### src/rtl/scroll_window_buffer.sv
// scroll_window_buffer
// Append-only character store that presents a registered WINDOW-wide view
// starting at a scroll position. The view either wraps (loop mode) or runs
// to an end position and halts (one-shot mode).
// Optional feature macro: SCROLL_BLANK_PAD_EN. When it is defined, WINDOW
// blank positions follow the message, so the text scrolls fully off the
// display before it repeats.
module scroll_window_buffer #(
    parameter int                CHAR_W = 5,
    parameter int                DEPTH  = 16,
    parameter int                WINDOW = 6,
    parameter logic [CHAR_W-1:0] BLANK  = 5'd31
) (
    input  logic                       clk,
    input  logic                       rst,
    input  logic                       clr,
    input  logic                       wr_en,
    input  logic [CHAR_W-1:0]          wr_data,
    input  logic                       step,
    input  logic                       restart,
    input  logic                       mode,
    output logic [WINDOW*CHAR_W-1:0]   win_data,
    output logic                       win_valid,
    output logic [$clog2(DEPTH+1)-1:0] count,
    output logic                       wr_full,
    output logic                       wr_drop,
    output logic                       done,
    output logic                       stopped
);

    localparam int CNT_W = $clog2(DEPTH + 1);
    localparam int POS_W = $clog2(DEPTH + WINDOW + 1);
    // Virtual index pos+i can exceed the position range by up to WINDOW-1.
    localparam int VW    = POS_W + 1;
    localparam int AW    = $clog2(DEPTH);

    typedef enum logic [1:0] {
        ST_EMPTY,
        ST_SCROLL,
        ST_STOPPED
    } state_t;

    state_t                    state_q, state_d;
    logic [CNT_W-1:0]          n_q, n_d;
    logic [POS_W-1:0]          pos_q, pos_d;
    logic                      done_d, drop_d;
    logic                      wr_accept;
    logic [POS_W-1:0]          len;
    logic [POS_W-1:0]          end_pos;
    logic [POS_W-1:0]          loop_next;
    logic [WINDOW*CHAR_W-1:0]  win_d;

    logic [CHAR_W-1:0]         mem [DEPTH];

    logic [WINDOW*CHAR_W-1:0]  win_q;
    logic                      valid_q;
    logic [CNT_W-1:0]          count_q;
    logic                      full_q;
    logic                      drop_q;
    logic                      done_q;
    logic                      stopped_q;

    // Sequence length seen by the scroller.
`ifdef SCROLL_BLANK_PAD_EN
    assign len = POS_W'(n_q) + POS_W'(WINDOW);
`else
    assign len = POS_W'(n_q);
`endif

    assign end_pos   = (len > POS_W'(WINDOW)) ? (len - POS_W'(WINDOW)) : '0;
    // pos stays below len while characters are stored, so pos+1 cannot overflow.
    assign loop_next = ((pos_q + POS_W'(1)) >= len) ? '0 : (pos_q + POS_W'(1));

    // Next-state logic: clear, then writes, then restart over step.
    always_comb begin
        state_d   = state_q;
        n_d       = n_q;
        pos_d     = pos_q;
        done_d    = 1'b0;
        drop_d    = 1'b0;
        wr_accept = 1'b0;
        if (clr) begin
            state_d = ST_EMPTY;
            n_d     = '0;
            pos_d   = '0;
        end else begin
            if (wr_en) begin
                if (n_q == CNT_W'(DEPTH)) begin
                    drop_d = 1'b1;
                end else begin
                    wr_accept = 1'b1;
                    n_d       = n_q + CNT_W'(1);
                end
            end
            if (restart) begin
                pos_d = '0;
                if (state_q == ST_STOPPED) begin
                    state_d = ST_SCROLL;
                end
            end else begin
                case (state_q)
                    ST_SCROLL: begin
                        if (step) begin
                            if (!mode) begin
                                pos_d = loop_next;
                            end else if (pos_q < end_pos) begin
                                pos_d = pos_q + POS_W'(1);
                            end else begin
                                done_d  = 1'b1;
                                state_d = ST_STOPPED;
                            end
                        end
                    end
                    ST_STOPPED: begin
                        // Falling back to loop mode releases the halt; a
                        // step arriving with it is a plain loop step.
                        if (!mode) begin
                            state_d = ST_SCROLL;
                            if (step) begin
                                pos_d = loop_next;
                            end
                        end
                    end
                    default: begin
                    end
                endcase
            end
            if (state_q == ST_EMPTY && wr_accept) begin
                state_d = ST_SCROLL;
            end
        end
    end

    // Per-character window selection from the current scroll state.
    for (genvar gi = 0; gi < WINDOW; gi++) begin : g_char
        logic [VW-1:0]     v;
        logic [CHAR_W-1:0] char_d;

        // Reduce the virtual index into the sequence and fetch or blank it.
        always_comb begin
            v = VW'(pos_q) + VW'(gi);
            if (!mode && len != '0) begin
                // v < len + WINDOW, so WINDOW subtractions always suffice.
                for (int k = 0; k < WINDOW; k++) begin
                    if (v >= VW'(len)) begin
                        v = v - VW'(len);
                    end
                end
            end
            char_d = BLANK;
            if (v < VW'(n_q)) begin
                char_d = mem[v[AW-1:0]];
            end
        end

        assign win_d[gi*CHAR_W +: CHAR_W] = char_d;
    end

    // Character storage; contents are never reset, reads are gated by N.
    always_ff @(posedge clk) begin
        if (rst && wr_accept) begin
            mem[n_q[AW-1:0]] <= wr_data;
        end
    end

    // State and registered outputs.
    always_ff @(posedge clk or negedge rst) begin
        if (!rst) begin
            state_q   <= ST_EMPTY;
            n_q       <= '0;
            pos_q     <= '0;
            win_q     <= {WINDOW{BLANK}};
            valid_q   <= 1'b0;
            count_q   <= '0;
            full_q    <= 1'b0;
            drop_q    <= 1'b0;
            done_q    <= 1'b0;
            stopped_q <= 1'b0;
        end else begin
            state_q   <= state_d;
            n_q       <= n_d;
            pos_q     <= pos_d;
            win_q     <= win_d;
            valid_q   <= (n_q != '0);
            count_q   <= n_q;
            full_q    <= (n_q == CNT_W'(DEPTH));
            drop_q    <= drop_d;
            done_q    <= done_d;
            stopped_q <= (state_d == ST_STOPPED);
        end
    end

    assign win_data  = win_q;
    assign win_valid = valid_q;
    assign count     = count_q;
    assign wr_full   = full_q;
    assign wr_drop   = drop_q;
    assign done      = done_q;
    assign stopped   = stopped_q;

endmodule

### config.mk
export PLATFORM = sky130hd
export DESIGN_NAME = scroll_window_buffer
export DESIGN_NICKNAME = d
export VERILOG_FILES = /design/src/rtl/scroll_window_buffer.sv
export SDC_FILE = /design/constraint.sdc
export NUM_CORES = 1
export LEC_CHECK = 0
export CORE_AREA = 4 4 156 233
export CTS_CLUSTER_SIZE = 16
export DETAILED_ROUTE_END_ITERATION = 12
export DIE_AREA = 0 0 160 237
export GPL_TIMING_DRIVEN = 0
export PLACE_DENSITY = 0.82
export SETUP_SLACK_MARGIN = 0.15
export SYNTH_ARGS = -nofsm -noshare
export SYNTH_HDL_FRONTEND = slang
export SYNTH_SLANG_ARGS = --single-unit
### constraint.sdc
create_clock -name clk -period 21.3 [get_ports clk]
set_input_delay 6.39 -clock clk [delete_from_list [all_inputs] [get_ports clk]]
set_output_delay 6.39 -clock clk [all_outputs]
set_load 0.03 [all_outputs]
Yosys cells after proc, flatten, opt, wreduce, memory -nomap -nowiden --
Memory sizes are Yosys's and may differ from the RTL's. Cells that the tools add are included.
Storage, ports and cells: flip-flop bits (word level) 52, bits in latches 0, RAM bits 80, memory bits (read-only) 0, bits of input ports 12, output and inout port bits 40, memories kept 1
Operators by class: $add $sub $neg 44, multipliers 0, divide/modulo/power cells 0, $lt $le $gt $ge 45, equality and inequality tests 9, shift-type cells 0, mux-type cells 115, bitwise gates (word level) 0, reductions and logical operators 10
Memories:
- mem | words 16, width 5, rd ports 6, clocked after Yosys merged registers in 0, wr ports 1, line 53 | logic [CHAR_W-1:0] mem [DEPTH];
Operators by type and width (count):
- $mux 6 | 72
- $ge 6x5->1 | 35
- $sub 6x5->6 | 35
- $mux 5 | 18
- $lt 6x5->1 | 6
- $mux 2 | 8
- $mux 1 | 15
- $add 5x2->6 const B | 2
- $add 5x3->6 const B | 2
- $ne 4x4->1 const B | 3
- $add 5x1->5 const B | 2
- $ge 5x5->1 | 2
- $pmux 5 s2 | 1
- $add 5x1->6 const B | 1
- $sub 5x5->6 | 1
- $eq 5x5->1 const B | 1
- $gt 5x3->1 const B | 1
- $lt 5x5->1 | 1
- $ne 5x5->1 const B | 1
- $reduce_and 5->1 | 1
- $reduce_bool 5->1 | 1
- $sub 5x3->5 const B | 1
- $eq 2x2->1 const B | 2
- $pmux 2 s2 | 1
- 8 further kinds | 10

Longest topological paths before layout --
depth in word-level cells 21, gate-level depth with buffers 73, depth with buffers taken out 69

Least setup slack after synthesis --
OpenSTA, ideal clock, no wires.
path type reg2reg, start register n_q[1] (netlist: len[1]), end register win_q[8] (netlist: win_data[8]), data arrival time 16.071 ns, data required time 21.213 ns, slack 5.142 ns, cell stages (with the launch flop) 69, path buffers 2, clock period less this slack 16.158 ns, cell sequence dfrtp_1 inv_1 ha_1 nor2b_1 nand4_1 nor3b_1 nand2_1 mux2i_1 ha_1 fa_1 nor2b_1 o21ai_0 a31oi_1 or2_2 a211oi_1 mux2_2 ha_1 fa_1 (+33 left out) nand2_1 a211oi_1 nor2_1 nand2_1 a31oi_2 inv_1 clkbuf_1 ha_1 a21boi_0 o21a_1 o21ai_0 nand2b_1 a221oi_1 inv_1 a221oi_1 a22oi_1 a211oi_1 a211oi_1
On the way: longest elaborated chain between the ends 20
Ends and longest elaborated chain:
- start, declared | line 44 | logic [CNT_W-1:0] n_q, n_d;
- start signal, assigned | line 181 | n_q <= n_d;
- $sub 6x5->6 / $ge 6x5->1 (equally long branches) | line 146, 145
- $mux 6 | line 145 | if (v >= VW'(len)) begin
- $mux 6 | line 142 | if (!mode && len != '0) begin
- $sub 6x5->6 / $ge 6x5->1 (equally long branches) | line 146, 145
- $mux 6 | line 145
- $mux 6 | line 142
- $sub 6x5->6 / $ge 6x5->1 (equally long branches) | line 146, 145
- $mux 6 | line 145
- (+5 left out)
- $mux 6 | line 145
- $mux 6 | line 142
- $sub 6x5->6 / $ge 6x5->1 (equally long branches) | line 146, 145
- $mux 6 | line 145
- $mux 6 | line 142
- $mem_v2 16x5 / $lt 6x5->1 (equally long branches)
- $mux 5 (*) | line 151 | if (v < VW'(n_q)) begin
- net g_char[1].char_d[3] | line 137 | logic [CHAR_W-1:0] char_d;
- end signal, assigned | line 172 | win_q <= {WINDOW{BLANK}};
- end signal, assigned | line 183 | win_q <= win_d;
- end, declared | line 55 | logic [WINDOW*CHAR_W-1:0] win_q;
Mark *: on every way through the listed nets, which the timed path passes. The rest lies on a longest branch. The select of a mux whose other input is x is not followed. A chain may end at the register's enable or synchronous reset.

Final worst setup path --
start register pos_q[1], end register win_q[8] (netlist: win_data[8])
On the way: longest elaborated chain between the ends 21
Ends and longest elaborated chain:
- start, declared | line 45 | logic [POS_W-1:0] pos_q, pos_d;
- start signal, assigned | line 182 | pos_q <= pos_d;
- $add 5x1->6 (*) | line 141 | v = VW'(pos_q) + VW'(gi);
- $sub 6x5->6 / $ge 6x5->1 (equally long branches) | line 146, 145
- $mux 6 | line 145
- $mux 6 | line 142
- $sub 6x5->6 / $ge 6x5->1 (equally long branches) | line 146, 145
- $mux 6 | line 145
- $mux 6 | line 142
- $sub 6x5->6 / $ge 6x5->1 (equally long branches) | line 146, 145
- (+6 left out)
- $mux 6 | line 145
- $mux 6 | line 142
- $sub 6x5->6 / $ge 6x5->1 (equally long branches) | line 146, 145
- $mux 6 | line 145
- $mux 6 (*) | line 142
- $mem_v2 16x5 / $lt 6x5->1 (equally long branches)
- $mux 5 (*) | line 151
- net g_char[1].char_d[3] | line 137
Marks and branches as above.

==> impl_results.md <==
- Top area cells in the synthesized netlist: ha_1 12%, edfxtp_1 11%, mux2i_1 8.0%
- Synth Warn #: 0
- Wire length per cell: between 20 and 30 um
- Register bit total from synthesis: 132
- Worst hold path depth: 0
- Placed wire-length estimate: 66.5 mm
- Worst R2R Path Depth: 69
- Top FF cell, synth: edfxtp_1
- Initial DRC count: ~2600
- Worst EP arrival: 18.64 ns
- Achievable clock frequency: 54.7 MHz
- Multi-input logic area: 17200 um^2
- Worst-Skew Late Latency: 0.45 ns
- Total length of routed wires: 87.2 mm
- Pin count of the biggest net entering global routing: 34
- Final Cell Area: 23800 um^2
- RSZ-0062 raised after global routing: false
- CP Max Fanout: 13
- DR DRC count: 0
- Mapped Area: 22000 um^2
- Failing checks: max-capacitance violations, max-slew violations
- Fin. Hold Viols: 0
- Worst slew pin tran: 1.50 ns
- Setup tns final: 0 ns
- Clock slew at reported path FFs: 0.07 ns
- Critical path type: flip-flop to flip-flop
- Std cell rows: 83
- R2r setup slk: 3.01 ns
- Syn avg cell area: 8.38 um^2
- Initial Utilization: 64.3%
- Final net count: 2969
- Worst setup EP type: flip-flop
- Register area: 3750 um^2
- Share of cells above drive strength 1: 10.8%
- Area delta synth->final: 8.25%
- # hold bufs at CTS: 0
- Die Wd: ~160 um
- Post-synth top area share: 12.4%
- Drt first pass iters: 9
- Crit path required time: 21.65 ns
- Routability cong.: 1.12
- Setup bufs post-CTS: 0
- Outcome: complete, but fails checks
- Sequential fraction of the synthesis area: 17.0%
- Initial antenna violation count: 0
- WP buf/inv: 7
- Final-report max-slew violation count: 1
- Via count: 23200
- Post-synth EDFFs: 80
- Leading area contributor after synthesis: ha_1
- Post-synth ARST share: 39.4%
- Min Tclk post-route: 18.29 ns
- Cells after Synth: 2628
- Commonest non-fill, non-tap cell in the layout: ha_1
- Crit path depth: 69
- Via density: approximately 7.4
- Gr ovfl total: 0
- Fill cell count: ~2800
- Die H: 237 um
- Hold Crit Endpoint: count[3]$_DFF_PN0_
- Final worst path period share: between 80 and 90%
- Crit-path slowest cell: dfrtp_1
- Hold Crit Class: flip-flop to flip-flop
- IO Port Bufs: 50
- CTS buffer count: 17
- First-pass GRT wire length: 132 mm
- Commonest cells after routing, fill and taps aside: 219 x ha_1, 193 x nor2_1, 176 x nand2_1, 176 x mux2i_1, 152 x o21ai_0
- Die area: 37900 um^2
- Distinct cells, synth: 106
- Root Driver: clkbuf_16
- CTS Buffer Depth: 2
- Post-route ant nets: 0
- # IOs: 52
- ANT cells: 0
- Htree depth: 4
- Mapped Nets: 2893
- # Max-Cap Violations: 2
- Post-cts resize count: 0
- R2R Path Start: pos_q[1]$_DFFE_PN0P_
- Sink Count: 132
- Core box area: between 30000 and 40000 um^2
- Worst hold start: len[3]$_DFFE_PN0P_
- Setup crit start kind: flip-flop
- Final number of setup-violating endpoints: 0
- Max-slew headroom: -0.762%
- Max Clock Skew: approximately 0.0097 ns
- Area after DPL: 23200 um^2
- Final Core Density: 69.6%
- CP delay by family, top: compound AO/OA/AOI/OAI gates
- Reg2reg end: win_data[8]$_DFF_PN1_
- Gr usage total: ~44%
- CTS tree: yes
- Vias in the first global route: approximately 23000
- Crit path largest cell delay: 0.81 ns
sequential cells by signal (all words and copies together) (netlist names):
register and flops:
count 5, done 1, len 5, mem 80, pos_q 5, state_q 2
stopped 1, win_data 30, win_valid 1, wr_drop 1, wr_full 1
worst max path at each step:
stage	slack, ns	end	from
6_report	3.01	win_data[8]$_DFF_PN1_	pos_q[1]$_DFFE_PN0P_
5_1_grt	1.99	win_data[8]$_DFF_PN1_	pos_q[0]$_DFFE_PN0P_
4_1_cts	3.62	win_data[8]$_DFF_PN1_	pos_q[0]$_DFFE_PN0P_
3_5_place_dp	3.64	win_data[8]$_DFF_PN1_	pos_q[0]$_DFFE_PN0P_
3_3_place_gp	0.46	win_data[8]$_DFF_PN1_	len[1]$_DFFE_PN0P_
2_1_floorplan	5.14	win_data[8]$_DFF_PN1_	len[1]$_DFFE_PN0P_
synth_stat cells, types with 43 or more instances:
| cell | count |
|---|---|
| a21boi_0 | 43 |
| ha_1 | 219 |
| inv_1 | 146 |
| nand2_1 | 176 |
| o21ai_0 | 152 |
| a31oi_1 | 51 |
| o21a_1 | 54 |
| and3_1 | 44 |
| nor2_1 | 193 |
| mux2_2 | 109 |
| nor2b_1 | 72 |
| edfxtp_1 | 80 |
| nand3_1 | 69 |
| xnor2_1 | 63 |
| a21oi_1 | 123 |
| mux2i_1 | 176 |
| clkbuf_1 | 68 |
layer usage:
| metal | share of wire [%] | GRT usage (%) |
|---|---|---|
| met3 | 8.8 | 10.4 |
| met2 | 46 | 74.0 |
| met5 | 0 | 0 |
| met1 | 33 | 45.3 |
| met4 | 12 | 42.8 |
final cells by class:
class / instances / area share, %
Buffer: 107 / 2.12
Clock buffer: 17 / 1.78
Clock inverter: 15 / 0.855
Inverter: 150 / 2.37
Multi-Input combinational cell: 2239 / 72.2
Sequential cell: 132 / 15.7
Tap cell: 425 / 2.23
Timing Repair Buffer: 57 / 2.73
logic make-up after synthesis:
| kind of cell | count (synthesis) | share of synthesized area, % |
|---|---|---|
| and+or+nand+nor | 790 | 18.3 |
| muxes | 296 | 14.6 |
| adders and majority gates | 253 | 15.5 |
| buffers and inverters | 257 | 4.85 |
| xor gates and xnor gates | 90 | 3.58 |
| DFF | 132 | 17.0 |
| AOI/OAI and AO/OA | 810 | 26.1 |
stage by stage:
step           std cells  hold slack (ns)  setup slack (ns)
3_3_place_gp        3103            0.458             0.462
2_1_floorplan       2628            0.402              5.14
6_report            3142            0.502              3.01
3_5_place_dp        3110            0.478              3.64
5_1_grt             3142            0.517              1.99
4_1_cts             3142            0.491              3.62
Power is not shown: default switching activity piles up to over one toggle a cycle in this logic, so the estimate is an artifact.
